`src/rtl/seg_scan_decoder.sv`:
```
// Recovers digit values from an active-low, time-multiplexed seven-segment bus.
// Each {dig_sel, seg_in} pair is captured once, after it has been stable long enough.
module seg_scan_decoder #(
  parameter int DIGITS        = 4,
  parameter int STABLE_CYCLES = 4
) (
  input  logic                  clk,
  input  logic                  rst,
  input  logic [6:0]            seg_in,
  input  logic [DIGITS-1:0]     dig_sel,
  output logic [4*DIGITS-1:0]   digits_out,
  output logic [DIGITS-1:0]     digit_valid,
  output logic                  err_pulse,
  output logic [7:0]            err_count,
  output logic                  frame_done
);

  localparam int SW = DIGITS + 7;
  localparam logic [1:0] ST_IDLE    = 2'd0;
  localparam logic [1:0] ST_TRACK   = 2'd1;
  localparam logic [1:0] ST_CAPTURE = 2'd2;
  localparam logic [1:0] ST_HOLD    = 2'd3;
  localparam logic [7:0] C_MAX      = 8'(STABLE_CYCLES);

  logic [SW-1:0]       s_q, s_d;
  logic [7:0]          c_q, c_d;
  logic [1:0]          state_q, state_d;
  logic [4*DIGITS-1:0] digits_q, digits_d;
  logic [DIGITS-1:0]   valid_q, valid_d;
  logic [DIGITS-1:0]   mask_q, mask_d;
  logic                err_pulse_q, err_pulse_d;
  logic [7:0]          err_count_q, err_count_d;
  logic                frame_done_q, frame_done_d;

  logic                changed;
  logic                legal_d;
  logic                capture;
  logic [DIGITS-1:0]   cap_sel;
  logic [DIGITS-1:0]   wr;
  logic [4:0]          dec;
  logic                is_blank;
  logic                is_err;
  logic [DIGITS-1:0]   mask_or;

  // Legal select: exactly one anode line driven low.
  function automatic logic sel_legal(input logic [DIGITS-1:0] sel);
    logic [DIGITS-1:0] a;
    a = ~sel;
    return (a != '0) && ((a & (a - 1'b1)) == '0);
  endfunction

  // Returns {hit, value}; value is don't-care when hit is 0.
  function automatic logic [4:0] decode_seg(input logic [6:0] seg);
    case (seg)
      7'b1000000: return {1'b1, 4'd0};
      7'b1111001: return {1'b1, 4'd1};
      7'b0100100: return {1'b1, 4'd2};
      7'b0110000: return {1'b1, 4'd3};
      7'b0011001: return {1'b1, 4'd4};
      7'b0010010: return {1'b1, 4'd5};
      7'b0000010: return {1'b1, 4'd6};
      7'b1111000: return {1'b1, 4'd7};
      7'b0000000: return {1'b1, 4'd8};
      7'b0010000: return {1'b1, 4'd9};
      default:    return {1'b0, 4'hF};
    endcase
  endfunction

  // The stability count is computed against the incoming sample, so C = 1
  // on the same edge that loads a new pair into S.
  always_comb begin
    s_d     = {dig_sel, seg_in};
    changed = (s_d != s_q);
    legal_d = sel_legal(s_d[SW-1:7]);
    c_d     = c_q;
    if (!legal_d)          c_d = 8'd0;
    else if (changed)      c_d = 8'd1;
    else if (c_q != C_MAX) c_d = c_q + 8'd1;

    state_d = state_q;
    case (state_q)
      ST_IDLE:    state_d = legal_d ? ST_TRACK : ST_IDLE;
      ST_TRACK:   state_d = !legal_d ? ST_IDLE : ((c_d == C_MAX) ? ST_CAPTURE : ST_TRACK);
      ST_CAPTURE: state_d = !legal_d ? ST_IDLE : (changed ? ST_TRACK : ST_HOLD);
      default:    state_d = !legal_d ? ST_IDLE : (changed ? ST_TRACK : ST_HOLD);
    endcase
  end

  assign capture  = (state_q == ST_CAPTURE);
  assign cap_sel  = ~s_q[SW-1:7];
  assign dec      = decode_seg(s_q[6:0]);
  assign is_blank = (s_q[6:0] == 7'b1111111);
  assign is_err   = capture && !dec[4] && !is_blank;

  for (genvar gi = 0; gi < DIGITS; gi++) begin : g_digit
    assign wr[gi] = capture & cap_sel[gi];
    assign digits_d[4*gi +: 4] = (wr[gi] && dec[4])   ? dec[3:0] :
                                 (wr[gi] && is_blank) ? 4'hF     :
                                                        digits_q[4*gi +: 4];
    assign valid_d[gi] = wr[gi] ? dec[4] : valid_q[gi];
  end

  assign mask_or      = mask_q | cap_sel;
  assign frame_done_d = capture && (&mask_or);
  assign mask_d       = !capture ? mask_q : ((&mask_or) ? '0 : mask_or);
  assign err_pulse_d  = is_err;
  assign err_count_d  = (is_err && err_count_q != 8'hFF) ? err_count_q + 8'd1 : err_count_q;

  always_ff @(posedge clk) begin
    if (rst) begin
      s_q          <= '1;
      c_q          <= 8'd0;
      state_q      <= ST_IDLE;
      digits_q     <= '1;
      valid_q      <= '0;
      mask_q       <= '0;
      err_pulse_q  <= 1'b0;
      err_count_q  <= 8'd0;
      frame_done_q <= 1'b0;
    end else begin
      s_q          <= s_d;
      c_q          <= c_d;
      state_q      <= state_d;
      digits_q     <= digits_d;
      valid_q      <= valid_d;
      mask_q       <= mask_d;
      err_pulse_q  <= err_pulse_d;
      err_count_q  <= err_count_d;
      frame_done_q <= frame_done_d;
    end
  end

  assign digits_out  = digits_q;
  assign digit_valid = valid_q;
  assign err_pulse   = err_pulse_q;
  assign err_count   = err_count_q;
  assign frame_done  = frame_done_q;

endmodule
```
`config.mk`:
```
export PLATFORM = sky130hd
export DESIGN_NAME = seg_scan_decoder
export DESIGN_NICKNAME = d
export VERILOG_FILES = /design/src/rtl/seg_scan_decoder.sv
export SDC_FILE = /design/constraint.sdc
export NUM_CORES = 1
export LEC_CHECK = 0
export BUFFER_PORTS_ARGS = -buffer_cell sky130_fd_sc_hd__buf_2
export CORE_UTILIZATION = 35
export CTS_BUF_LIST = sky130_fd_sc_hd__clkbuf_8
export CTS_CLUSTER_DIAMETER = 100
export DETAILED_ROUTE_END_ITERATION = 16
export PLACE_DENSITY = 0.54
export SLEW_MARGIN = 5
export SYNTH_ARGS = -nofsm -noshare
export SYNTH_HDL_FRONTEND = slang
export SYNTH_SLANG_ARGS = --single-unit
```
`constraint.sdc`:
```
create_clock -name clk -period 1.79 [get_ports clk]
set_input_delay 0 -clock clk [delete_from_list [all_inputs] [get_ports clk]]
set_output_delay 0 -clock clk [all_outputs]
set_load 0.02 [all_outputs]
```
### After elaboration in Yosys (flattened, before gate mapping)

Cells that the tools add are included.

* word-level logic and storage cells: 85
* output and inout bits: 30
* input bits: 13
* register bits after elaboration: 55
* memories: 0
* ROM bits: 0
* bits in latches: 0
* bits in writable memories: 0

* $add $sub $neg: 3
* divide/modulo/power cells: 0
* multipliers: 0
* bitwise gates (word level): 8
* reduce and logical (&&, ||, !) cells: 24
* eq/ne operators: 16
* multiplexer cells: 19
* $lt $le $gt $ge: 0
* shift operators: 0

Operators with widths (number)
* $pmux 5 s10: 1
* $mux 4: 9
* $eq 7x7->1 const B: 4
* $mux 8: 3
* $eq 7x5->1 const B: 3
* $add 8x1->8 const B: 2
* $eq 7x6->1 const B: 2
* $logic_and 1x1->1: 13
* $ne 11x11->1: 1
* $eq 8x3->1 const B: 1
* $mux 2: 4
* $ne 8x3->1 const B: 1
* $ne 8x8->1 const B: 1
* $not 4->4: 2
* $reduce_bool 2->1: 4
* $eq 7x2->1 const B: 1
* $logic_not 7->1: 1
* $and 1x1->1: 4
* $and 4x4->4: 1
* $logic_not 4->1: 1
* $or 4x4->4: 1
* $pmux 2 s2: 1
* $reduce_and 4->1: 1
* $reduce_bool 4->1: 1
* other kinds (6): 7

### Longest topological paths before layout

* word-level depth: 10
* depth in mapped cells: 10
* gate-level depth less buffers: 8

### Worst setup path after synthesis

Ideal clock, no wire load.

* kind: reg-to-reg
* start point: reg s_q[0]
* end point: reg err_count_q[4] (netlist: err_count[4])
* period minus slack after synthesis: 1.954 ns
* stages on the path, launching flop included: 10
* setup slack: -0.164 ns
* path buffers: 3
* data arrival time: 1.833 ns
* library setup time: 0.121 ns
* data required time: 1.669 ns
* cell sequence: dfxtp_1 -> buf_2 -> or3_1 -> buf_2 -> o22ai_2 -> a21oi_2 -> o21ai_2 -> buf_6 -> nor4_2 -> mux2_4

* cells in the longest elaborated chain, start to end: 6
* elaborated cells on any way between the ends: 17
* those cells by class: eq/ne (10); mux (1); reduce/logical (6)

RTL lines
* start, declared: RTL line 25 `logic [SW-1:0] s_q, s_d;`
* start signal, assigned: RTL line 111 `s_q <= '1;`
* start signal, assigned: RTL line 121 `s_q <= s_d;`
* $eq 7x5->1, or another cell as far along: RTL line 54 `case (seg)`
* $pmux 5 s10: RTL line 54
* $logic_not 1->1: RTL line 93 `assign is_err = capture && !dec[4] && !is_blank;`
* $logic_and 1x1->1: RTL line 93
* $logic_and 1x1->1 (*): RTL line 93
* $logic_and 1x1->1 (*): RTL line 107 `assign err_count_d = (is_err && err_count_q != 8'hFF) ? err_count_q + 8'd1 : err_count_q;`
* end signal, assigned: RTL line 128 `err_count_q <= err_count_d;`
* end, declared: RTL line 32 `logic [7:0] err_count_q, err_count_d;`

Mark *: on every way between the ends. The rest lies on a longest branch, timed or not.
A chain may end at the register's enable or synchronous reset.

### Worst setup path after layout

* start point: reg s_q[3]
* end point: reg digits_q[0] (netlist: digits_out[0])

* cells in the longest elaborated chain, start to end: 4
* elaborated cells on any way between the ends: 16
* those cells by class: eq/ne (10); mux (2); reduce/logical (4)

RTL lines
* $eq 7x5->1, or another cell as far along: RTL line 54
* $pmux 5 s10: RTL line 54
* $logic_and 1x1->1: RTL line 97 `assign digits_d[4*gi +: 4] = (wr[gi] && dec[4]) ? dec[3:0] :`
* $mux 4 or $reduce_bool 2->1 (tied branches)
* end signal, assigned: RTL line 124 `digits_q <= digits_d;`
* end, declared: RTL line 28 `logic [4*DIGITS-1:0] digits_q, digits_d;`

Several ways; a longest one is shown, not always the timed one.

==> impl_metrics.json <==
{
  "area.growth.synth_to_final_pct": 48.9,
  "drc_errors": 0,
  "cts_tree": "built",
  "multi_input_area_um2": 1890,
  "synth_top_family_by_area": "simple AND/OR/NAND/NOR gates",
  "antenna_cells": 0,
  "dieArea_um2": 8270,
  "final_nets": 433,
  "synth_edf_count": 0,
  "ys_warn_count": 0,
  "synth-compound-area-share_pct": 18.4,
  "peakVddDrop_uv": 356,
  "cts_buffers": 5,
  "power_leakage_nw": 1.58,
  "synth-main-ff-cell": "dfxtp_1",
  "slew_violations": 0,
  "viasPerCell": 5.03,
  "cts_root_buf": "clkbuf_8",
  "wl_per_cell_um": 14.1,
  "r2r_slack_ns": -0.15,
  "fillers": 721,
  "min_from": "rst",
  "synth_cell_types": 54,
  "dr.pass1.iters": 4,
  "cp-start-kind": "flip-flop",
  "cts.path.max_buffers": 2,
  "drtIter0Drc": 65,
  "die_w_um": 90.9,
  "hpwl_mm": 4.98,
  "routed-via-count": 2614,
  "synth.area.top_cells": "dfxtp_1, xnor2_1, a21oi_1",
  "tightest_slew_ns": 0.459,
  "rr_endpoint": "digits_out[0]$_SDFFE_PP1P_",
  "synth_top_area_cell": "dfxtp_1",
  "cp_num_buf_inv": 0,
  "core_um2": 7690,
  "slew-limit-headroom_pct": 69.3,
  "layout.cells.non_filler": 520,
  "yosysSeqAreaShare_pct": 39.8,
  "grt_max_degree": 28,
  "htree_levels": 2,
  "synth_nets": 332,
  "async_flop_share_pct": 0,
  "finalCriticalPeriod_ns": 1.94,
  "status": "complete, but fails checks",
  "setup_violations": 29,
  "fin_crit_sh_pct": 108,
  "tns_ns": -2.35,
  "yosys.area_share.adder_pct": 1.36,
  "maxCapViolCount": 0,
  "rows": 32,
  "worstPathRequired_ns": 2.01,
  "clock_skew_ns": 0.0167,
  "place_inst": 490,
  "crit_start": "s_q[3]$_SDFF_PP1_",
  "clk_latency_ns": 0.32,
  "worstHoldPathCells": 2,
  "syn-mean-instance-area_um2": 8.76,
  "grt_pass1_wl_mm": 11.9,
  "synth-simple-area-share_pct": 25.6,
  "grt_pass1_vias": 2522,
  "fin_ws_ns": -0.152,
  "grt_overflow": 0,
  "cp.arrival_ns": 2.16,
  "rsz0062_at_grt": "yes",
  "netlist.area_leader.share_pct": 39.8,
  "crit_slowest_cell": "or3b_4",
  "ys_ff_latch": 55,
  "min_to": "err_count[0]$_SDFFE_PP0P_",
  "crit_chain": "or3b_4, a2111oi_4, nor2_1, o21a_4, nor4_2, o21bai_1",
  "gp_congestion": 0.793,
  "start_util_pct": 36.0,
  "drt_wl_total_mm": 7.36,
  "crit_fanout": 7,
  "dpl_worst_slack_ns": -0.237,
  "cp_slowest_stage_delay_ns": 0.40,
  "power_density_nw_per_um2": 584,
  "ios": 43,
  "finalHoldViolations": 0,
  "cp_top_family": "simple AND/OR/NAND/NOR gates",
  "synth_xor_area_share_pct": 6.96,
  "ff2ff_path_depth": 6,
  "grt_usage_pct": 17.7,
  "die_h_um": 90.9,
  "min_path_type": "input pin to flip-flop",
  "final_antenna_net_count": 0,
  "violations": "negative setup slack",
  "clock-sinks": 55,
  "seq_area_um2": 1120,
  "path_clk_slew_ns": 0.11,
  "port_buffers": 42,
  "path_class": "flip-flop to flip-flop",
  "end_kind": "flip-flop",
  "final_layout_size_suffix_gt1_share_pct": 46.7,
  "synthMuxAreaShare_pct": 2.17,
  "max_clock_freq_mhz": 515,
  "syn-cell-area_um2": 2770,
  "syn_inst": 316,
  "antenna_found_initial": 0,
  "timing.rr.start": "s_q[3]$_SDFF_PP1_"
}
-- state kept, by name, indices dropped and copies added, names as in the netlist --
name,flops
frame_done,1
err_pulse,1
digit_valid,4
state_q,2
s_q,11
err_count,8
digits_out,16
c_q,8
mask_q,4
-- cells in the mapped netlist, types with 5 or more instances --
| cell | n |
|---|---|
| inv_1 | 8 |
| o31ai_1 | 5 |
| nand3_1 | 10 |
| a211oi_1 | 5 |
| o21bai_1 | 12 |
| a21oi_1 | 30 |
| dfxtp_1 | 55 |
| nor2b_1 | 8 |
| nor4_1 | 19 |
| or2_2 | 16 |
| xnor2_1 | 18 |
| clkbuf_1 | 9 |
| nand2_1 | 11 |
| buf_2 | 7 |
| nor2_1 | 32 |
-- logic make-up after synthesis --
logic type | Yosys count
AOI/OAI and AO/OA | 72
DFF | 55
buffers and inverters | 31
xor gates and xnor gates | 22
adders and majority gates | 3
muxes | 5
and+or+nand+nor | 128
-- layout by cell type (no fill, tap or decap), types with 3 or more instances in the layout --
| cell | count |
|---|---|
| buf_4 | 57 |
| dfxtp_1 | 46 |
| buf_2 | 42 |
| a21oi_1 | 29 |
| nor2_1 | 29 |
| or2_2 | 16 |
| xnor2_1 | 13 |
| o21bai_1 | 12 |
| dlygate4sd3_1 | 11 |
| nand2_1 | 9 |
| nor4_4 | 9 |
| nand3_1 | 8 |
| nor2b_1 | 8 |
| nor4_2 | 8 |
| inv_1 | 7 |
| xnor2_2 | 5 |
| dfxtp_2 | 5 |
| clkbuf_8 | 5 |
| nand4_1 | 4 |
| xor2_1 | 4 |
| and3_1 | 4 |
| o31ai_1 | 4 |
| mux2_2 | 4 |
| a211oi_2 | 4 |
| o21a_1 | 4 |
| dfxtp_4 | 4 |
| nor4_1 | 3 |
| and2_1 | 3 |
| nor2_2 | 3 |
| buf_6 | 3 |
-- metrics by stage --
step	hold slack [ns]	power (mW)	instance area, um^2	util (%)
after floorplan	0.107	1.42	2840	-
after global placement	0.215	1.51	3460	45.1
after detailed placement	0.222	1.52	3460	45.1
after CTS	0.116	2.39	3850	50.1
after global routing	0.159	2.50	4120	53.6
final	0.110	2.41	4120	53.6
-- worst reg2reg max path, cell delays in order (launching register included) --
cell	delay (ns)
dfxtp_4	0.37
or3b_4	0.40
a2111oi_4	0.37
nor2_1	0.16
o21a_4	0.21
nor4_2	0.24
o21bai_1	0.10
-- final cells by class --
| class | instances | area share, % |
|---|---|---|
| clock inverters | 3 | 1.12 |
| inverters | 8 | 0.728 |
| flip-flops and latches | 55 | 27.2 |
| well taps | 102 | 3.09 |
| clock buffers | 5 | 1.67 |
| multi-input cells | 231 | 45.9 |
| repair buffers | 116 | 20.3 |
-- power breakdown --
part / switching, mW / leakage, nW / total [mW] / internal (mW)
logic: 0.151 / 1.08 / 0.308 / 0.157
registers: 0.0165 / 0.449 / 1.25 / 1.24
clock network: 0.425 / 0.0548 / 0.847 / 0.422
-- worst max path at each step --
stage                                 endpoint  slack, ns  cells past startpoint
floorplan            err_count[4]$_SDFFE_PP0P_      -0.13                      9
global placement    digits_out[9]$_SDFFE_PP1P_      -0.23                      7
detailed placement  digits_out[9]$_SDFFE_PP1P_      -0.24                      7
CTS                 digits_out[4]$_SDFFE_PP1P_      -0.13                      7
global route        digits_out[5]$_SDFFE_PP1P_      -0.25                      6
finish              digits_out[0]$_SDFFE_PP1P_      -0.15                      6
-- routing by layer --
layer | wire length, um | part of all wire, % | global-route usage [%]
met4 | 55 | 0.75 | 5.03
met2 | 3790 | 52 | 31.6
met5 | 0 | 0 | 0
met3 | 210 | 2.9 | 2.76
met1 | 3300 | 45 | 22.0
-- repair_timing --
item                                   4_1_cts  5_1_grt
resized for setup                           29       42
buffers inserted                             2        8
cloned                                       1        0
setup endpoints to repair                   35       36
hold buffers                                11        0
endpoints found under the hold margin       11        0
pin swaps                                    9       16
No activity file was read; power rests on OpenSTA's default activity.
